===== config.mk =====
export PLATFORM = sky130hd
export DESIGN_NAME = noc_local_ni
export DESIGN_NICKNAME = d
export VERILOG_FILES = /design/src/rtl/noc_pkg.sv /design/src/rtl/noc_fifo.sv /design/src/rtl/noc_local_ni.sv
export SDC_FILE = /design/constraint.sdc
export NUM_CORES = 1
export LEC_CHECK = 0
export ABC_AREA = 1
export CORE_MARGIN = 5
export CORE_UTILIZATION = 45
export CTS_BUF_LIST = sky130_fd_sc_hd__clkbuf_16
export CTS_CLUSTER_SIZE = 16
export DETAILED_ROUTE_END_ITERATION = 10
export HOLD_SLACK_MARGIN = 0.03
export PLACE_DENSITY = 0.75
export SLEW_MARGIN = 20
export SYNTH_ARGS = -nofsm -noshare
export SYNTH_HDL_FRONTEND = slang
export SYNTH_SLANG_ARGS = --single-unit

===== constraint.sdc =====
create_clock -name clk -period 3.7 [get_ports clk]
set_input_delay 0.37 -clock clk [delete_from_list [all_inputs] [get_ports clk]]
set_output_delay 0.37 -clock clk [all_outputs]
set_load 0.01 [all_outputs]

===== src/rtl/noc_pkg.sv =====
// Shared types and helpers for the NoC local network interface.
// A flit carries a one-hot destination location code and an 8-bit payload.
package noc_pkg;

    localparam int FLIT_W = 16;

    typedef logic [7:0] loc_t;

    typedef struct packed {
        loc_t       dest;
        logic [7:0] payload;
    } flit_t;

    // Binary column/row (0..3) to the router's one-hot {X, Y} location code.
    function automatic loc_t coord_to_loc(input logic [1:0] x, input logic [1:0] y);
        logic [3:0] w_x_oh;
        logic [3:0] w_y_oh;
        w_x_oh = 4'b0001 << x;
        w_y_oh = 4'b0001 << y;
        return {w_x_oh, w_y_oh};
    endfunction

endpackage


===== src/rtl/noc_fifo.sv =====
// Synchronous show-ahead FIFO: dout always presents the head entry.
// A push into a full FIFO succeeds only when a pop happens in the same cycle.
module noc_fifo #(
    parameter int WIDTH = 8,
    parameter int DEPTH = 4
) (
    input  logic             clk,
    input  logic             rst,
    input  logic             push,
    input  logic [WIDTH-1:0] din,
    input  logic             pop,
    output logic [WIDTH-1:0] dout,
    output logic             full,
    output logic             empty
);

    localparam int AW = $clog2(DEPTH);
    localparam logic [AW:0] PTR_ONE = {{AW{1'b0}}, 1'b1};

    logic [WIDTH-1:0] r_mem [DEPTH];
    logic [AW:0]      r_wr_ptr;
    logic [AW:0]      r_rd_ptr;
    logic             w_do_push;
    logic             w_do_pop;

    // Extra MSB on each pointer tells full from empty when the indices match.
    assign empty = (r_wr_ptr == r_rd_ptr);
    assign full  = (r_wr_ptr[AW] != r_rd_ptr[AW]) &&
                   (r_wr_ptr[AW-1:0] == r_rd_ptr[AW-1:0]);

    assign w_do_pop  = pop && !empty;
    assign w_do_push = push && (!full || w_do_pop);
    assign dout      = r_mem[r_rd_ptr[AW-1:0]];

    always_ff @(posedge clk) begin
        if (rst) begin
            r_wr_ptr <= '0;
            r_rd_ptr <= '0;
        end else begin
            if (w_do_push) r_wr_ptr <= r_wr_ptr + PTR_ONE;
            if (w_do_pop)  r_rd_ptr <= r_rd_ptr + PTR_ONE;
        end
    end

    always_ff @(posedge clk) begin
        if (w_do_push) r_mem[r_wr_ptr[AW-1:0]] <= din;
    end

endmodule


===== src/rtl/noc_local_ni.sv =====
// Local network interface between a tile core and its mesh router port.
// Injection is credit flow-controlled; ejection returns one credit per freed slot.
module noc_local_ni
    import noc_pkg::*;
#(
    parameter loc_t LOCATION         = 8'b0001_0001,
    parameter int   TX_DEPTH         = 4,
    parameter int   RX_DEPTH         = 4,
    parameter int   ROUTER_BUF_DEPTH = 4
) (
    input  logic        clk,
    input  logic        rst,
    input  logic        tx_valid,
    output logic        tx_ready,
    input  logic [1:0]  tx_dest_x,
    input  logic [1:0]  tx_dest_y,
    input  logic [7:0]  tx_data,
    output logic        rx_valid,
    input  logic        rx_ready,
    output logic [7:0]  rx_data,
    output logic [15:0] flit_o,
    output logic        flit_valid_o,
    input  logic        credit_i,
    input  logic [15:0] flit_i,
    input  logic        flit_valid_i,
    output logic        credit_o,
    output logic [2:0]  err_o
);

    localparam int CW = $clog2(ROUTER_BUF_DEPTH + 1);
    localparam logic [CW:0] CRED_MAX = (CW+1)'(ROUTER_BUF_DEPTH);

    flit_t       w_tx_flit;
    logic [FLIT_W-1:0] w_tx_head;
    logic        w_tx_full;
    logic        w_tx_empty;
    logic        w_tx_push;
    logic        w_send;

    logic [CW-1:0] r_credits;
    logic [CW:0]   w_cred_next;
    logic          w_cred_ovf;

    logic [7:0]  w_rx_head;
    logic        w_rx_full;
    logic        w_rx_empty;
    logic        w_rx_pop;
    logic        w_rx_ovf;
    logic        w_misroute;

    logic [15:0] r_flit;
    logic        r_flit_valid;
    logic        r_credit_o;
    logic [2:0]  r_err;

    assign w_tx_flit = '{dest: coord_to_loc(tx_dest_x, tx_dest_y), payload: tx_data};
    assign tx_ready  = !rst && !w_tx_full;
    assign w_tx_push = tx_valid && tx_ready;
    assign w_send    = !w_tx_empty && (r_credits != '0);

    noc_fifo #(.WIDTH(FLIT_W), .DEPTH(TX_DEPTH)) u_tx_fifo (
        .clk   (clk),
        .rst   (rst),
        .push  (w_tx_push),
        .din   (w_tx_flit),
        .pop   (w_send),
        .dout  (w_tx_head),
        .full  (w_tx_full),
        .empty (w_tx_empty)
    );

    // A send never underflows, so the sum only exceeds the max on a surplus credit.
    assign w_cred_next = {1'b0, r_credits} + {{CW{1'b0}}, credit_i} - {{CW{1'b0}}, w_send};
    assign w_cred_ovf  = (w_cred_next > CRED_MAX);

    always_ff @(posedge clk) begin
        if (rst) begin
            r_credits <= CW'(ROUTER_BUF_DEPTH);
        end else if (!w_cred_ovf) begin
            r_credits <= w_cred_next[CW-1:0];
        end
    end

    always_ff @(posedge clk) begin
        if (rst) begin
            r_flit       <= '0;
            r_flit_valid <= 1'b0;
        end else begin
            r_flit_valid <= w_send;
            if (w_send) r_flit <= w_tx_head;
        end
    end

    assign w_rx_pop   = rx_valid && rx_ready;
    assign w_rx_ovf   = flit_valid_i && w_rx_full && !w_rx_pop;
    assign w_misroute = flit_valid_i && (flit_i[15:8] != LOCATION);

    noc_fifo #(.WIDTH(8), .DEPTH(RX_DEPTH)) u_rx_fifo (
        .clk   (clk),
        .rst   (rst),
        .push  (flit_valid_i),
        .din   (flit_i[7:0]),
        .pop   (w_rx_pop),
        .dout  (w_rx_head),
        .full  (w_rx_full),
        .empty (w_rx_empty)
    );

    assign rx_valid = !w_rx_empty;
    assign rx_data  = w_rx_empty ? 8'h00 : w_rx_head;

    always_ff @(posedge clk) begin
        if (rst) begin
            r_credit_o <= 1'b0;
            r_err      <= '0;
        end else begin
            r_credit_o <= w_rx_pop;
            r_err      <= r_err | {w_misroute, w_rx_ovf, w_cred_ovf};
        end
    end

    assign flit_o       = r_flit;
    assign flit_valid_o = r_flit_valid;
    assign credit_o     = r_credit_o;
    assign err_o        = r_err;

endmodule


Yosys cells after proc, flatten, opt, wreduce, memory -nomap -nowiden. Memory sizes are Yosys's and may differ from the RTL's. A register that Yosys moved wholly into a read port is not among the register bits. Index checks and enable logic that the tools add are counted.

Bits in registers: 20. Bits in writable memories: 96. Bits of input ports: 34. Output and inout port bits: 31. Memories: 2. Word-level logic and storage cells: 56.

Magnitude comparators: 1. Shift operators: 2. Reduce and logical (&&, ||, !) cells: 22. $add $sub $neg: 6. Multiplexer cells: 7. Eq/ne operators: 7. Bitwise operators: 1.

Memories: u_tx_fifo.r_mem (words 4, width 16, read ports 1, clocked after memory_dff 1, write ports 1, RTL line noc_fifo.sv:20) `logic [WIDTH-1:0] r_mem [DEPTH];`; u_rx_fifo.r_mem (words 4, width 8, read ports 1, clocked after memory_dff 1, write ports 1, RTL line noc_fifo.sv:20).

Operators by type and width (number): $logic_and 1x1->1 (13); $add 3x1->3 const B (4); $mux 8 (1); $ne 8x5->1 const B (1); $shl 1x2->4 const A (2); $eq 3x3->1 (2); $logic_not 1->1 (6); $add 3x1->4 (1); $eq 2x2->1 (2); $gt 4x3->1 const B (1); $mux 1 (4); $mux 2 (2); $sub 4x1->4 (1); $or 3x3->3 (1); $reduce_bool 3->1 (1); $logic_or 1x1->1 (2); $ne 1x1->1 (2).

Longest topological paths before layout. Gate-level depths: netlist of the first run.

Depth in word-level cells: 8. Gate-level depth with buffers: 17. Gate-level depth less buffers: 17.

By module. From an unflattened synthesis of the first run, not the netlist that was laid out.

Cells, all modules: 528. Area, all modules: 5630.4 µm².

Modules (own cells, without submodules): noc_fifo (u_tx_fifo) (seq. area each 2082.0 µm², cells each 220, instances 1, area each 2815.2 µm²); noc_fifo (u_rx_fifo) (seq. area each 1121.1 µm², cells each 142, instances 1, area each 1644.1 µm²); noc_local_ni (seq. area each 480.5 µm², cells each 166, instances 1, area each 1171.1 µm²).

Worst setup path after synthesis of the first run. No wires, ideal clock.

Kind: reg2reg. From: reg u_tx_fifo.r_rd_ptr[1]. To: reg r_credits[2]. Cell stages (with the launch flop): 17. Clock period less this slack: 2.607 ns. Path buffers: 1. Setup slack: 1.093 ns. Arrival time: 2.491 ns. Required time: 3.583 ns. Library setup time: 0.117 ns. Path through: dfxtp_1 > buf_6 > inv_6 > nand2_1 > nand2_2 > nand3_2 > nand2_4 > inv_1 > ha_1 > inv_1 > ha_1 > fa_1 > or2_2 > nand2_1 > nand3_1 > a21oi_1 > nand2_1.

Word-level cells in the longest chain between the ends: 5.

RTL lines: start: declaration (RTL line noc_fifo.sv:22) `logic [AW:0] r_rd_ptr;`; start signal: assignment (RTL line noc_fifo.sv:41) `if (w_do_pop) r_rd_ptr <= r_rd_ptr + PTR_ONE;`; $eq 3x3->1 (RTL line noc_fifo.sv:27) `assign empty = (r_wr_ptr == r_rd_ptr);`; $logic_not 1->1 (RTL line noc_local_ni.sv:59) `assign w_send = !w_tx_empty && (r_credits != '0);`; $logic_and 1x1->1 (RTL line noc_local_ni.sv:59); net u_tx_fifo.pop (RTL line noc_fifo.sv:11) `input logic pop,`; $sub 4x1->4 (RTL line noc_local_ni.sv:73) `assign w_cred_next = {1'b0, r_credits} + {{CW{1'b0}}, credit_i} - {{CW{1'b0}}, w_send};`; net w_cred_next[1] (RTL line noc_local_ni.sv:41) `logic [CW:0] w_cred_next;`; $gt 4x3->1 (RTL line noc_local_ni.sv:74) `assign w_cred_ovf = (w_cred_next > CRED_MAX);`; end signal: assignment (RTL line noc_local_ni.sv:78) `r_credits <= CW'(ROUTER_BUF_DEPTH);`; end signal: assignment (RTL line noc_local_ni.sv:80) `r_credits <= w_cred_next[CW-1:0];`; end: declaration (RTL line noc_local_ni.sv:40) `logic [CW-1:0] r_credits;`.

The timed path passes the listed nets, and every way through them passes these cells. A chain may end at the register's enable or synchronous reset.

Final worst setup path of the first run. Same ends and word-level chain as after synthesis.

==> summary.txt, run 1 <==
Global routing
  – GRT Util Overall: 0.159
  – Vias in the first global route: 3,923
  – First-pass GRT wire length: between 15 and 20 mm
  – Largest net degree at the start of global routing: 37
  – Initial antenna violation count: 0
  – Grt total ovfl: 0

Logic synthesis
  – Avg Synthesized Cell Area: roughly 10 um2
  – Ranking of synthesized cells by area: edfxtp_1 51%, dfxtp_1 13%, nor2_1 7.1%
  – Syn nets: around 590
  – Post-synth top area share: 0.511
  – Main flop type after synthesis: edfxtp_1
  – Total of warnings raised by yosys: 0
  – EDFF count, synth: 96
  – Area leader, netlist: edfxtp_1
  – Post-synth cell types: 28
  – Register bit count reported by yosys: about 130
  – Mapped Cells: about 540
  – Sequential area share after synthesis: 0.646
  – Async S/R FF share, synth: 0
  – Mapped Area: between 5000 and 6000 um2

Setup path
  – Crit-path slowest cell: dfxtp_1
  – WP buf/inv: 3
  – Arr. time, crit path: roughly 3200 ps
  – Setup crit start kind: register
  – Cells on worst reg2reg path: 15
  – CP cell instances: inv_6 > nand2_1 > nand2_2 > nand3_2 > nand2_4 > inv_1 > ha_1 > inv_1 > ha_1 > fa_1 > or2_2 > nand2_1 > nand3_1 > a21oi_1 > nand2_1
  – Critical path's most frequent cell: nand2_1
  – Setup CP Type: reg -> reg
  – Flop-to-flop setup slack: roughly 760 ps
  – Crit-path max FO: 17
  – R2R Path End: r_credits[2]
  – CP delay by family, top: simple AND/OR/NAND/NOR gates
  – Setup crit end kind: register
  – CP Depth: 15
  – Worst Path Required: 4000 ps
  – CP max stage delay: 570 ps
  – Worst R2R Start: u_tx_fifo.r_rd_ptr[1]

Floorplan
  – Die X: ~120 um
  – Starting Density: 0.464
  – I/O pin count: 65
  – Core ar.: around 12,000 um2
  – Die Y: around 120 um
  – Die ar.: approximately 15,000 um2
  – Core Rows: 40

STA
  – Hold WS: approximately 450 ps
  – Fin crit share: 0.795
  – Worst-Margin Slew: 798 ps
  – Worst clock skew: 8.39 ps
  – Unrepaired setup endpoints after global routing: false
  – FMAX: 340 MHz
  – Final setup TNS: 0 ps
  – Pins Over Slew Limit: 0
  – # setup viols final: 0
  – Post-route minimum period: 2940 ps
  – Worst rel slew slack: 0.466
  – Final hold violation count: 0

Detailed routing
  – Vias per Instance: about 4.9
  – DR WL met3: 664 um
  – Routed len/inst: around 14 um
  – Met1 Wirelength: 4.85 mm
  – Starting DRC count in detailed routing: 244
  – Drt pass-1 iters: 4
  – Remaining DRCs: 0
  – Drt total wl: around 11 mm
  – Highest routed layer: met4
  – Met2 wire len: 5.59 mm
  – Detail Route Antenna Nets: 0
  – Vias: roughly 4,000

Power
  – Sw Share: 0.301
  – Combinational share of power: 0.279
  – Pint: approximately 3.6 mW
  – PwrDens: 729 nW/um2
  – Worst vdd ir: approximately 0.00053 V
  – Clock power frac: 0.358
  – Sw power: roughly 1.6 mW
  – Sequential power share: 0.363
  – Pleak: roughly 2.8 nW

Worst hold path
  – Min-Delay Endpoint: err_o[1]
  – Hold Path Class: reg -> reg
  – HP Start: err_o[1]
  – WHS Path Cells: 2

Clocking
  – Clk buf depth: 2
  – Clk slew on worst S/H paths: 60 ps
  – CTS Sinks: around 130
  – Num CTS Buffers: 17
  – Clock Latency Late Sink: approximately 410 ps
  – # Post-CTS Setup Buffers: 0
  – Cts hold-fix bufs: 0
  – CTS tree: yes
  – Post_cts resized: 0
  – H-tree level count: 4
  – Root Driver: clkbuf_16

Layout
  – Nets: around 660
  – # diodes: 0
  – Syn-to-layout area delta: 25.8%
  – FILL cells: between 900 and 1,000
  – Layout cells sized above 1: 0.0835
  – Area of the multi-input gates: about 1600 um2
  – Register Area: 3640 um2

Placed design
  – GP Congestion: around 0.85
  – # port buffers: 64
  – Post-DP HPWL: roughly 7.2 mm

Flow run
  – Max-cap violations: 0

Status
  – Outcome: completed
-- cells by family (layout without fill, tap and decap cells) --
family | Yosys count | count (layout) | synth area share
simple gates | 214 | 214 | 0.155
flops | 134 | 134 | 0.646
buf+inv | 83 | 168 | 0.0650
compound gates | 78 | 78 | 0.0757
fa+ha+maj | 15 | 15 | 0.0346
mux | 8 | 8 | 0.0142
xor+xnor | 6 | 6 | 0.00932
-- worst max-delay path by stage --
stage,from,slack (ps),to
after floorplan,u_tx_fifo.r_rd_ptr[1],1090,r_credits[2]
after global placement,u_tx_fifo.r_rd_ptr[1],930,r_credits[2]
after detailed placement,u_tx_fifo.r_rd_ptr[1],800,r_credits[2]
after CTS,register,790,rx_data[2]
after global routing,u_tx_fifo.r_rd_ptr[1],540,r_credits[2]
final,u_tx_fifo.r_rd_ptr[1],760,r_credits[2]
-- state kept, by name, indices dropped and copies added (netlist names), named ones only --
name,count
u_tx_fifo.r_rd_ptr,3
u_rx_fifo.r_rd_ptr,3
u_tx_fifo.r_mem,64
err_o,3
u_tx_fifo.r_wr_ptr,3
flit_o,16
u_rx_fifo.r_mem,32
flit_valid_o,1
u_rx_fifo.r_wr_ptr,3
credit_o,1
r_credits,3
-- routing by layer --
metal | global-route usage | vias up
met5 | 0 | -
met4 | 0.0728 | 0
met1 | 0.184 | 1852
met3 | 0.0520 | 19
met2 | 0.268 | 99
li1 | - | 1938
-- worst reg2reg max path: stages (launching register included) --
cell and delay [ps]:
dfxtp_1 570, inv_6 130, nand2_1 110, nand2_2 60, nand3_2 100, nand2_4 50
inv_1 100, ha_1 240, inv_1 50, ha_1 170, fa_1 460, or2_2 300
nand2_1 80, nand3_1 180, a21oi_1 180, nand2_1 60
-- cells in the mapped netlist (2+ instances only) --
cell type,n
nor2_1,107
edfxtp_1,96
nand2_1,78
inv_1,60
o21ai_0,43
dfxtp_1,38
o22ai_1,24
ha_1,14
nand3_1,14
a21oi_1,9
buf_2,8
mux2i_1,8
clkbuf_1,7
xor2_1,6
buf_6,5
nand2_2,5
nand3b_1,3
nand3_2,2
nand4_1,2
-- per-stage QoR --
step	setup slack [ps]	instances	instance area, um2	total power [mW]	util
detailed placement	801	759	6430	3.34	0.529
CTS	793	791	7100	5.21	0.583
global route	541	791	7100	5.48	0.583
floorplan	1090	538	5640	2.89	-
finish	758	791	7100	5.17	0.583
global placement	935	759	6430	3.28	0.529
-- layout make-up --
type | count | share of cell area
Clock buffer | 17 | 0.0600
Clock inverter | 15 | 0.0332
Inverter | 63 | 0.0344
Multi-Input combinational cell | 321 | 0.230
Sequential cell | 134 | 0.513
Tap cell | 168 | 0.0296
Timing Repair Buffer | 73 | 0.0998
-- cells in the final DEF (no fill, tap or decap) --
cell type and instances:
a21oi_1 9, a21oi_2 1, buf_4 9, bufinv_16 6, clkbuf_16 17, clkdlybuf4s50_1 64
clkinv_1 2, clkinv_2 3, clkinv_4 2, clkinvlp_4 2, dfxtp_1 38, edfxtp_1 96
fa_1 1, ha_1 14, inv_1 61, inv_4 1, inv_6 1, mux2i_1 8
nand2_1 78, nand2_2 5, nand2_4 1, nand3_1 14, nand3_2 2, nand3b_1 3
nand4_1 2, nor2_1 107, nor2_2 1, o21ai_0 43, o21bai_1 1, o22ai_1 24
or2_2 1, xor2_1 6
-- power groups by stage --
stage                     logic, mW  registers (mW)  clock network [mW]
after floorplan               0.993            1.90                   0
after global placement         1.38            1.90                   0
after detailed placement       1.44            1.90                   0
after CTS                      1.44            1.88                1.89
after global routing           1.64            1.89                1.95
final                          1.44            1.87                1.85
Note: power is estimated with default switching activity, not from simulation.
==> inputs of run 2 (changes only) <==
- clock period: 3.7 -> 2.8 ns (I/O delays scaled with it)
==> run 2 against run 1 <==
Clock skew shrank 3.3 ps; global-route usage grew 0.14 points; die area is the same; via count grew 0.36%; worst hold slack gained 0.77 ps; final area is essentially flat; fmax grew 11%; clock power grew 14%; combinational power grew 37%; register-to-register slack lost 610 ps; sequential share of layout area grew 0.12 points; critical path type unchanged; largest power group unchanged.
==> summary.txt, run 2 (synthesis results as in run 1) <==
Layout
  – Layout cells sized above 1: 0.101 (+0.0176)
  – # diodes: 0 (unchanged)
  – Commonest non-fill, non-tap cells in the layout: 107 x nor2_1, 96 x edfxtp_1, 78 x nand2_1
  – Commonest non-fill, non-tap cell in the layout: nor2_1
  – Nets: 669 (+1.5%)
  – Syn-to-layout area delta: 25.7% (about the same)
  – Largest register FFs: 64 (unchanged)

Power
  – Total chip power: 6.55 mW (+27%)
  – PwrDens: 924 nW/um2 (+27%)
  – Pleak: 2.83 nW (+0.65%)
  – Worst vdd ir: 0.000551 V (+4.9%)

Clocking
  – CTS tree: yes
  – Clk buf depth: 2 (unchanged)
  – Num CTS Buffers: 17 (unchanged)
  – Cts hold-fix bufs: 0 (unchanged)
  – Root Driver: clkbuf_16
  – H-tree level count: 4 (unchanged)
  – CTS Sinks: 134 (unchanged)
  – Clk slew on worst S/H paths: 60 ps (about the same)
  – Clock Latency Late Sink: 410 ps (about the same)
  – # Post-CTS Setup Buffers: 0 (unchanged)

Detailed routing
  – Remaining DRCs: 0 (unchanged)
  – Detail Route Antenna Nets: 0 (unchanged)
  – Vias per Instance: 4.90 (-0.89%)
  – Vias: 3,922 (+0.36%)
  – Drt total wl: 11.2 mm (-0.57%)
  – Drt pass-1 iters: 4 (unchanged)
  – Starting DRC count in detailed routing: 277 (+14%)
  – Routed len/inst: 14.0 um (-1.8%)

Floorplan
  – Die Y: 122 um (unchanged)
  – Die ar.: 14,900 um2 (unchanged)
  – Die X: 122 um (unchanged)
  – Core Rows: 40 (unchanged)
  – Core ar.: 12,200 um2 (unchanged)
  – I/O pin count: 65 (unchanged)
  – Starting Density: 0.464 (unchanged)

Global routing
  – GRT Util Overall: 0.160 (+0.00140)
  – First-pass GRT wire length: 18.3 mm (+0.64%)
  – Vias in the first global route: 3,844 (-2.0%)
  – Largest net degree at the start of global routing: 37 (unchanged)
  – Initial antenna violation count: 0 (unchanged)
  – Grt total ovfl: 0 (unchanged)

Setup path
  – Setup crit start kind: register
  – Setup CP Type: reg -> reg
  – Crit-path max FO: 6 (-11)
  – Critical Path Start: u_tx_fifo.r_rd_ptr[0]
  – R2R Path End: r_credits[2]
  – Arr. time, crit path: 2960 ps (-280 ps)
  – Flop-to-flop setup slack: 150 ps (-610 ps)
  – Cells on worst reg2reg path: 14 (-1)
  – Worst R2R Start: u_tx_fifo.r_rd_ptr[0]
  – Worst Path Required: 3110 ps (-890 ps)
  – End of the critical path: r_credits[2]
  – Setup crit end kind: register

Flow run
  – Max-cap violations: 0 (unchanged)

STA
  – Worst clock skew: 5.13 ps (-3.26 ps)
  – # setup viols final: 0 (unchanged)
  – Post-route minimum period: 2650 ps (-290 ps)
  – Pins Over Slew Limit: 0 (unchanged)
  – Final hold violation count: 0 (unchanged)
  – FMAX: 377 MHz (+11%)
  – Hold WS: 449 ps (+0.769 ps)
  – Fin crit share: 0.947 (+0.152)
  – Worst-Margin Slew: 502 ps (-295 ps)
  – Worst rel slew slack: 0.665 (+0.198)

Placed design
  – # port buffers: 64 (unchanged)
  – Post-DP HPWL: 7.27 mm (+0.54%)
  – GP Congestion: 0.836 (-2.1%)

Status
  – Outcome: completed

Worst hold path
  – Hold Path Class: reg -> reg
==> run 2: worst min-delay path by stage <==
stage / to / from / cells after the start
global route: err_o[2] / err_o[2] / 2
CTS: err_o[2] / err_o[2] / 2
finish: err_o[2] / err_o[2] / 2
global placement: err_o[1] / err_o[1] / 2
floorplan: u_rx_fifo.r_rd_ptr[2] / rst / 1
detailed placement: err_o[1] / err_o[1] / 2
==> run 2: where the power goes <==
group          internal, mW  switching, mW
clock                  1.33          0.771
sequential             2.33          0.126
combinational         0.818           1.17
total                  4.49           2.06
==> run 2: what timing repair did <==
| action | CTS | global route |
|---|---|---|
| hold endpoints to repair | 0 | 0 |
| endpoints found under the setup margin | 0 | 4 |
| gates resized for setup | 0 | 7 |
==> run 2: area by class of cell <==
| class | count | area [um2] |
|---|---|---|
| clock inverters | 14 | 119 |
| well taps | 168 | 210 |
| clock buffers | 18 | 450 |
| flip-flops and latches | 134 | 3650 |
| repair buffers | 83 | 783 |
| multi-input cells | 321 | 1630 |
| fillers | 996 | 5070 |
| inverters | 63 | 244 |
==> run 2: metrics by stage <==
step                instances  utilization  worst slack [ps]  TNS, ps  instance area, um2
finish                    801        0.583               148        0                7090
global route              801        0.583             -11.3    -11.3                7090
CTS                       801        0.582              92.2        0                7080
detailed placement        769        0.535              93.4        0                6510
global placement          769        0.535               205        0                6510
floorplan                 538            -               193        0                5640
==> run 2: routing by layer <==
metal  wire (um)  up-vias  part of all wire  track usage
met5           0        -                 0            0
met4         201        0             0.018       0.0616
met3         667       19             0.060       0.0525
met2        5590      105              0.50        0.277
met1        4740     1844              0.42        0.184
li1            -     1954                 -            -
==> run 2: worst max-delay path: stages (launching register included) <==
cell and delay (ps):
dfxtp_1 420, nand2_1 90, nand2_2 80, nand3_2 100, nand2_4 70, inv_1 60
ha_1 270, inv_1 40, ha_1 200, fa_1 450, or2_2 300, nand2_1 100
nand3_2 140, a21oi_1 160, nand2_1 60
